### config.mk
export PLATFORM = sky130hd
export DESIGN_NAME = valu_iter_divsqrt
export DESIGN_NICKNAME = d
export VERILOG_FILES = /design/src/rtl/valu_iter_divsqrt.sv
export SDC_FILE = /design/constraint.sdc
export NUM_CORES = 2
export LEC_CHECK = 0
export CAP_MARGIN = 10
export CORE_ASPECT_RATIO = 1.1
export CORE_MARGIN = 2
export CORE_UTILIZATION = 30
export CTS_BUF_LIST = sky130_fd_sc_hd__clkbuf_8
export DETAILED_ROUTE_END_ITERATION = 8
export GPL_TIMING_DRIVEN = 0
export MAX_ROUTING_LAYER = met4
export SLEW_MARGIN = 10
export SYNTH_ARGS = -nofsm -noshare
export SYNTH_HDL_FRONTEND = slang
export SYNTH_SLANG_ARGS = --single-unit
### constraint.sdc
create_clock -name clk -period 3.25 [get_ports clk]
set_input_delay 0.4875 -clock clk [delete_from_list [all_inputs] [get_ports clk]]
set_output_delay 0.4875 -clock clk [all_outputs]
set_load 0.05 [all_outputs]
### src/rtl/valu_iter_divsqrt.sv
// valu_iter_divsqrt: iterative unsigned VDIV/VMOD/VSQRT, one result bit per cycle per lane.
// Optional macro VALU_DIVZ_FLAG_EN adds the per-lane divide-by-zero output divz.
module valu_iter_divsqrt #(
  parameter int DATA_W    = 64,
  parameter int LANES_MAX = DATA_W / 8
) (
  input  logic              clk,
  input  logic              reset,
  input  logic              in_valid,
  output logic              in_ready,
  input  logic [0:DATA_W-1] rA_val,
  input  logic [0:DATA_W-1] rB_val,
  input  logic [5:0]        R_ins,
  input  logic [1:0]        WW,
  output logic              out_valid,
  input  logic              out_ready,
`ifdef VALU_DIVZ_FLAG_EN
  output logic [LANES_MAX-1:0] divz,
`endif
  output logic [0:DATA_W-1] result
);
  typedef enum logic [1:0] {IDLE, RUN, DONE} state_t;
  typedef enum logic [1:0] {OP_DIV, OP_MOD, OP_SQRT, OP_ILL} op_t;

  state_t state, state_n;
  op_t op_q, op_n, op_dec;
  logic [1:0] ww_q, ww_n;
  logic [6:0] cnt_q, cnt_n;
  logic [DATA_W-1:0] a_q, b_q, r_q;
  logic [DATA_W-1:0] a_n, b_n, r_n, res;
  logic [3:0][DATA_W-1:0] da, dr, sa, sr, sb;

  // a: dividend shifting out / quotient shifting in; b: divisor or root
  for (genvar k = 0; k < 4; k++) begin : g_w
    localparam int W = 8 << k;
    localparam int H = W / 2;
    for (genvar j = 0; j < DATA_W / W; j++) begin : g_l
      localparam int L = j * W;
      logic [W:0] drs, dbv, ddf;
      logic [H+1:0] srs, stv, sdf;
      logic dge, sge;
      assign drs = {r_q[L+:W], a_q[L+W-1]};
      assign dbv = {1'b0, b_q[L+:W]};
      assign ddf = drs - dbv;
      assign dge = drs >= dbv;
      assign da[k][L+:W] = {a_q[L+:W-1], dge};
      assign dr[k][L+:W] = dge ? ddf[W-1:0] : drs[W-1:0];
      assign srs = {r_q[L+:H], a_q[L+W-1-:2]};
      assign stv = {b_q[L+:H], 2'b01};
      assign sdf = srs - stv;
      assign sge = srs >= stv;
      assign sa[k][L+:W] = {a_q[L+:W-2], 2'b00};
      assign sr[k][L+:W] = {{(W-H-2){1'b0}}, sge ? sdf : srs};
      assign sb[k][L+:W] = {{H{1'b0}}, b_q[L+:H-1], sge};
    end
  end

  always_comb begin
    unique case (R_ins)
      6'b001110: op_dec = OP_DIV;
      6'b001111: op_dec = OP_MOD;
      6'b010010: op_dec = OP_SQRT;
      default:   op_dec = OP_ILL;
    endcase
  end

  assign in_ready  = (state == IDLE) && !reset;
  assign out_valid = (state == DONE) && !reset;

  always_comb begin
    state_n = state;
    op_n    = op_q;
    ww_n    = ww_q;
    cnt_n   = cnt_q;
    a_n     = a_q;
    b_n     = b_q;
    r_n     = r_q;
    unique case (state)
      IDLE: begin
        if (in_valid) begin
          op_n    = op_dec;
          ww_n    = WW;
          a_n     = rA_val;
          b_n     = (op_dec == OP_SQRT) ? '0 : rB_val;
          r_n     = '0;
          cnt_n   = (op_dec == OP_SQRT) ? (7'd4 << WW) : (7'd8 << WW);
          state_n = (op_dec == OP_ILL) ? DONE : RUN;
        end
      end
      RUN: begin
        if (cnt_q == 7'd0) begin
          state_n = DONE;
        end else begin
          cnt_n = cnt_q - 7'd1;
          if (op_q == OP_SQRT) begin
            a_n = sa[ww_q];
            r_n = sr[ww_q];
            b_n = sb[ww_q];
          end else begin
            a_n = da[ww_q];
            r_n = dr[ww_q];
          end
        end
      end
      DONE: if (out_ready) state_n = IDLE;
      default: state_n = IDLE;
    endcase
  end

  always_ff @(posedge clk) begin
    if (reset) begin
      state <= IDLE;
      op_q  <= OP_ILL;
      ww_q  <= '0;
      cnt_q <= '0;
      a_q   <= '0;
      b_q   <= '0;
      r_q   <= '0;
    end else begin
      state <= state_n;
      op_q  <= op_n;
      ww_q  <= ww_n;
      cnt_q <= cnt_n;
      a_q   <= a_n;
      b_q   <= b_n;
      r_q   <= r_n;
    end
  end

  always_comb begin
    res = '0;
    if (out_valid) begin
      unique case (op_q)
        OP_DIV:  res = a_q;
        OP_MOD:  res = r_q;
        OP_SQRT: res = b_q;
        default: res = '0;
      endcase
    end
  end
  assign result = res;

`ifdef VALU_DIVZ_FLAG_EN
  logic [3:0][LANES_MAX-1:0] zf;
  for (genvar k = 0; k < 4; k++) begin : g_z
    localparam int W = 8 << k;
    localparam int N = DATA_W / W;
    for (genvar j = 0; j < N; j++) begin : g_zl
      assign zf[k][N-1-j] = (b_q[j*W+:W] == '0);
    end
    for (genvar u = N; u < LANES_MAX; u++) begin : g_zu
      assign zf[k][u] = 1'b0;
    end
  end
  assign divz = (out_valid && (op_q == OP_DIV || op_q == OP_MOD)) ?
                zf[ww_q] : '0;
`endif
endmodule

Word-level counts from Yosys, hierarchy flattened
Cells that the tools add are included.
{"block": "totals", "ff_bits": 205, "input_bits": 140, "output_inout_bits": 66, "wordCells": 161}
{"block": "op_classes", "n_addsub": 31, "order_cmp": 31, "eq_ne": 14, "n_shift": 2, "muxes": 65, "n_reduce_logical": 11}
{"cell": "$mux 64", "n": 17}
{"cell": "$bmux 64 s2", "n": 5}
{"cell": "$pmux 64 s2", "n": 3}
{"cell": "$pmux 64 s3", "n": 1}
{"cell": "$ge 9x8->1", "n": 8}
{"cell": "$ge 17x16->1", "n": 4}
{"cell": "$ge 33x32->1", "n": 2}
{"cell": "$ge 65x64->1", "n": 1}
{"cell": "$mux 16", "n": 4}
{"cell": "$mux 32", "n": 2}
{"cell": "$mux 8", "n": 8}
{"cell": "$sub 16x16->16", "n": 4}
{"cell": "$sub 32x32->32", "n": 2}
{"cell": "$sub 64x64->64", "n": 1}
{"cell": "$sub 8x8->8", "n": 8}
{"cell": "$ge 6x6->1", "n": 8}
{"cell": "$mux 6", "n": 8}
{"cell": "$sub 6x6->6", "n": 8}
{"cell": "$ge 10x10->1", "n": 4}
{"cell": "$mux 10", "n": 4}
{"cell": "$sub 10x10->10", "n": 4}
{"cell": "$ge 18x18->1", "n": 2}
{"cell": "$mux 18", "n": 2}
{"cell": "$sub 18x18->18", "n": 2}
{"cell": "other kinds (24)", "n": 42}

Depth between registers and ports, before layout
{"block": "depth", "depth_word": 7, "ltp_mapped": 15}

Worst setup path after synthesis
OpenSTA, ideal clock, no wires.
{"block": "synth_timing", "path_type": "reg-to-reg", "start": "reg a_q[63]", "end": "reg r_q[42]", "setup_time_ns": 0.125, "t_arrival_ns": 3.378, "path_slack_ns": -0.253, "path_stages_with_launch": 16, "n_path_buf": 1, "period_less_slack_ns": 3.503, "cell_sequence": "dfxtp_1 -> clkbuf_1 -> inv_1 -> ha_1 -> inv_1 -> fa_1 -> inv_1 -> o221ai_1 -> a221oi_2 -> nor4b_1 -> o41ai_2 -> o41ai_2 -> xnor2_1 -> a21oi_1 -> mux4_2 -> o2bb2ai_1"}
{"block": "synth_between", "elab_chain_len": 7, "elab_cells_between_ends": 16, "cone_classes": "add/sub: 3; order compare: 3; mux: 10"}
{"element": "from (decl)", "line": "29", "text": "logic [DATA_W-1:0] a_q, b_q, r_q;"}
{"element": "from (signal assigned)", "line": "124", "text": "a_q <= a_n;"}
{"element": "$sub 64x64->64 (tied with other cells)", "line": "44", "text": "assign ddf = drs - dbv;"}
{"element": "$mux 64 (tied with other cells)", "line": "47", "text": "assign dr[k][L+:W] = dge ? ddf[W-1:0] : drs[W-1:0];"}
{"element": "$bmux 64 s2 (on tied branches)", "line": "101, 97"}
{"element": "$mux 64 (on tied branches)", "line": "101, 97"}
{"element": "$mux 64 (*)", "line": "95", "text": "if (op_q == OP_SQRT) begin"}
{"element": "$mux 64 (*)", "line": "91", "text": "if (cnt_q == 7'd0) begin"}
{"element": "$pmux 64 s2 (*)", "line": "78", "text": "unique case (state)"}
{"element": "to (signal assigned)", "line": "126", "text": "r_q <= r_n;"}
{"element": "to (decl)", "line": "29"}
Every way passes the cells marked *; elsewhere a longest branch is shown, timed or not. The select of a mux whose other input is x is not followed.
A chain may end at the register's enable or synchronous reset.

Worst setup path after layout
{"block": "layout_timing", "start": "reg b_q[26]", "end": "reg r_q[17]"}
{"block": "layout_between", "elab_chain_len": 7, "elab_cells_between_ends": 15, "cone_classes": "order compare: 4; mux: 11"}
{"element": "from (decl)", "line": "29"}
{"element": "from (signal assigned)", "line": "125", "text": "b_q <= b_n;"}
{"element": "$ge 65x64->1 (tied with other cells)", "line": "45", "text": "assign dge = drs >= dbv;"}
{"element": "$mux 64 (tied with other cells)", "line": "47"}
{"element": "$bmux 64 s2 (on tied branches)", "line": "101, 97"}
{"element": "$mux 64 (on tied branches)", "line": "101, 97"}
{"element": "$mux 64 (*)", "line": "95"}
{"element": "$mux 64 (*)", "line": "91"}
{"element": "$pmux 64 s2 (*)", "line": "78"}
Marks and branches as above.

==> flow_summary.toml <==
[global_routing]
track_usage_pct = 43.6
grt_first_pass_wirelength_um = 313000
grt_max_degree = 13
grt-ovfl-total = 0
antenna_found_initial = 10
grt_pass1_vias = 39700

[worst_setup_path]
slowest_stage = "ha_4"
cp_num_cells = 16
worstSetupEndpointType = "flop"
cp_cell_sequence = "clkinvlp_4, ha_4, buf_8, nand4_1, nor4_4, buf_4, nand4_1, nor2_4, a211o_4, o21ai_4, buf_8, buf_6, o22a_1, mux2i_2, o211ai_1, a32o_2"
cp.buffers_inverters = 5
crit_family = "simple AND/OR/NAND/NOR gates"
regToRegEndpoint = "r_q[17]$_SDFFE_PP0P_"
timing.rr.start = "b_q[26]$_SDFFE_PP0P_"
cp_data_arrival_time_ns = 4.38
crit_start = "b_q[26]$_SDFFE_PP0P_"
endpoint = "r_q[17]$_SDFFE_PP0P_"
path_class = "reg -> reg"
crit_fanout = 5
start_kind = "flop"
cpPeakStageDelay_ns = 0.38
rr_worst_depth = 16
rrSetupSlack_ns = -0.59
cp.required_ns = 3.80

[placed_design]
pre_cts_slack_ns = -3.17
dp_hpwl_um = 179000
place.gp.congestion = 1.05
dpl_cell_area_um2 = 34300
portBuffers = 205
dp.cells = 6061

[die]
row_count = 122
die_h_um = 338
pin_count = 206
dieArea_um2 = 104000
die_width_um = 308
initial_core_util_pct = 30.3
core_um2 = 101000

[pwr]
p_leak_nw = 16.4
peakVddDrop_uv = 234
p_total_mw = 13.5
cellPowerDensity_nw_per_um2 = 316

[clock_network]
cts_buffers = 42
clk_pin_slew_ns = 0.07
clkSinkCount = 205
cts_hold_buffers = 0
cts_tree = "done"
cts-root-buf = "clkbuf_8"
htree_levels = 2
insertion_delay_ns = 0.67
clockBufferDepth = 3

[layout]
n_fill_cell = 10500
layout.nets = 5379
final_util_pct = 42.3
fin_area_um2 = 42600
areaGrowthSynthToFinish_pct = 39.8
drive_above_1_share_pct = 26.8
instances_no_fill = 6418

[drt]
drtPass1Iterations = 6
drt-wirelength-per-cell_um = 36.3
finalWirelength_um = 233000
vias = 42800
ant_nets = 0
routed_via_density = 6.67
drt_iter0_markers = 5871
drc = 0

[flow_run]
drv_cap = 0

[synthesis]
ys_types = 99
synth_top_flop_cell = "dfxtp_1"
synthTopCellsByArea = "dfxtp_1 (13%), a21oi_1 (8.5%), nand2_1 (6.6%), ha_1 (6.5%), nor2_1 (5.5%)"
syn_nets = 4861
async_flop_share_pct = 0
syn_avg_cell_area_um2 = 6.70
synth_commonest_cells = "nand2_1 (533), a21oi_1 (519), nor2_1 (446)"
ys_ff_latch = 205
synth.most_common_cell = "nand2_1"
synthCells = 4548
synth_edf_count = 0
yosys.area.top_type = "dfxtp_1"
ys_seq_area_share_pct = 13.5
synth_top_area_share_pct = 13.5
syn_area_um2 = 30500
ys_warn_count = 0

[run_status]
status = "finished, violations left"
violations = "setup timing"

[sta]
fin_tns_setup_ns = -30.27
fin_crit_sh_pct = 118
tightest_slew_ns = 1.49
setup_viol = 109
min_period_ns = 3.84
hold_viol = 0
clock.fmax_ghz = 0.261
timing.hold.ws_ns = 0.446
finClkSkew_ns = 0.0342
final-max-slew-violation-count = 0
maxSlewHeadroom_pct = 0.899
setup_slack_ns = -0.587
rsz0062_at_grt = "true"

[worst_hold_path]
min_path_type = "in -> reg"
[per-layer routing]
metal | vias to the layer above | GRT usage [%] | share of wire [%]
li1 | 17900 | - | -
met1 | 20600 | 49.3 | 36
met2 | 3279 | 63.4 | 42
met3 | 1087 | 9.68 | 10
met4 | 0 | 40.3 | 11
met5 | - | - | 0
[worst reg2reg max path: cells and delay by family (launching register included)]
kind                       cells  cell delay (ns)
muxes                          1             0.23
adders and majority gates      1             0.39
AOI/OAI and AO/OA              5             0.97
buffers and inverters          5             0.82
DFF                            1             0.36
and+or+nand+nor                4             0.98
[sequential cells by signal (all words and copies together), names as in the netlist]
register and count:
b_q 64, a_q 64, state 2, op_q 2
ww_q 2, cnt_q 7, r_q 64
[cells in the final DEF (no fill, tap or decap), types with 51 or more instances in the layout]
cell / count
mux2i_1: 132
o21ai_0: 243
buf_2: 67
nor2_1: 410
nand4_1: 68
clkbuf_2: 84
nand2_1: 509
o211ai_1: 149
a21oi_1: 446
inv_1: 122
clkdlybuf4s50_1: 138
xor2_1: 103
a21o_1: 93
dfxtp_2: 62
buf_4: 269
dfxtp_1: 95
clkbuf_1: 126
nand3_1: 115
nor3_1: 56
buf_6: 54
clkbuf_8: 61
xnor2_1: 177
ha_4: 51
a211oi_1: 73
ha_1: 99
a21oi_2: 51
[report_power, final]
group	switching, mW	leakage (nW)	internal (mW)
clock network	1.53	0.527	1.66
registers	0.253	1.74	2.64
logic	4.82	14.1	2.54
[cells by family (layout without fill, tap and decap cells)]
group	after synthesis	count (layout)	share of synthesized area (%)
adders and majority gates	173	173	7.47
and+or+nand+nor	1431	1431	20.9
muxes	159	159	5.50
other	0	16	0
xor gates and xnor gates	286	286	8.22
AOI/OAI and AO/OA	1728	1728	37.0
buffers and inverters	566	1118	7.40
DFF	205	205	13.5
[final cells by class]
class	count	area, µm²	share of cell area [%]
antenna	16	40.0	0.0940
buffer	363	2360	5.54
clock buffer	54	743	1.74
clock inverter	24	170	0.399
inverter	170	739	1.74
multi-input combinational	3777	27900	65.5
sequential	205	4360	10.2
tap	1302	1630	3.82
timing repair buffer	507	4640	10.9
[how the worst min path moves through the flow]
stage / start / end / cells after the start
2_1_floorplan: cnt_q[5]$_SDFFE_PP0P_ / cnt_q[5]$_SDFFE_PP0P_ / 2
3_3_place_gp: a_q[2]$_SDFFE_PP0P_ / a_q[2]$_SDFFE_PP0P_ / 2
3_5_place_dp: a_q[25]$_SDFFE_PP0P_ / a_q[25]$_SDFFE_PP0P_ / 2
4_1_cts: rB_val[62] / b_q[1]$_SDFFE_PP0P_ / 3
5_1_grt: rB_val[42] / b_q[21]$_SDFFE_PP0P_ / 3
6_report: rB_val[60] / b_q[3]$_SDFFE_PP0P_ / 3
[what timing repair did]
item	CTS	global route
gates resized for setup	1126	595
pin swaps	130	182
gates cloned	3	2
setup endpoints to repair	268	215
setup buffers	141	151
Note: power is estimated with default switching activity, not from simulation.
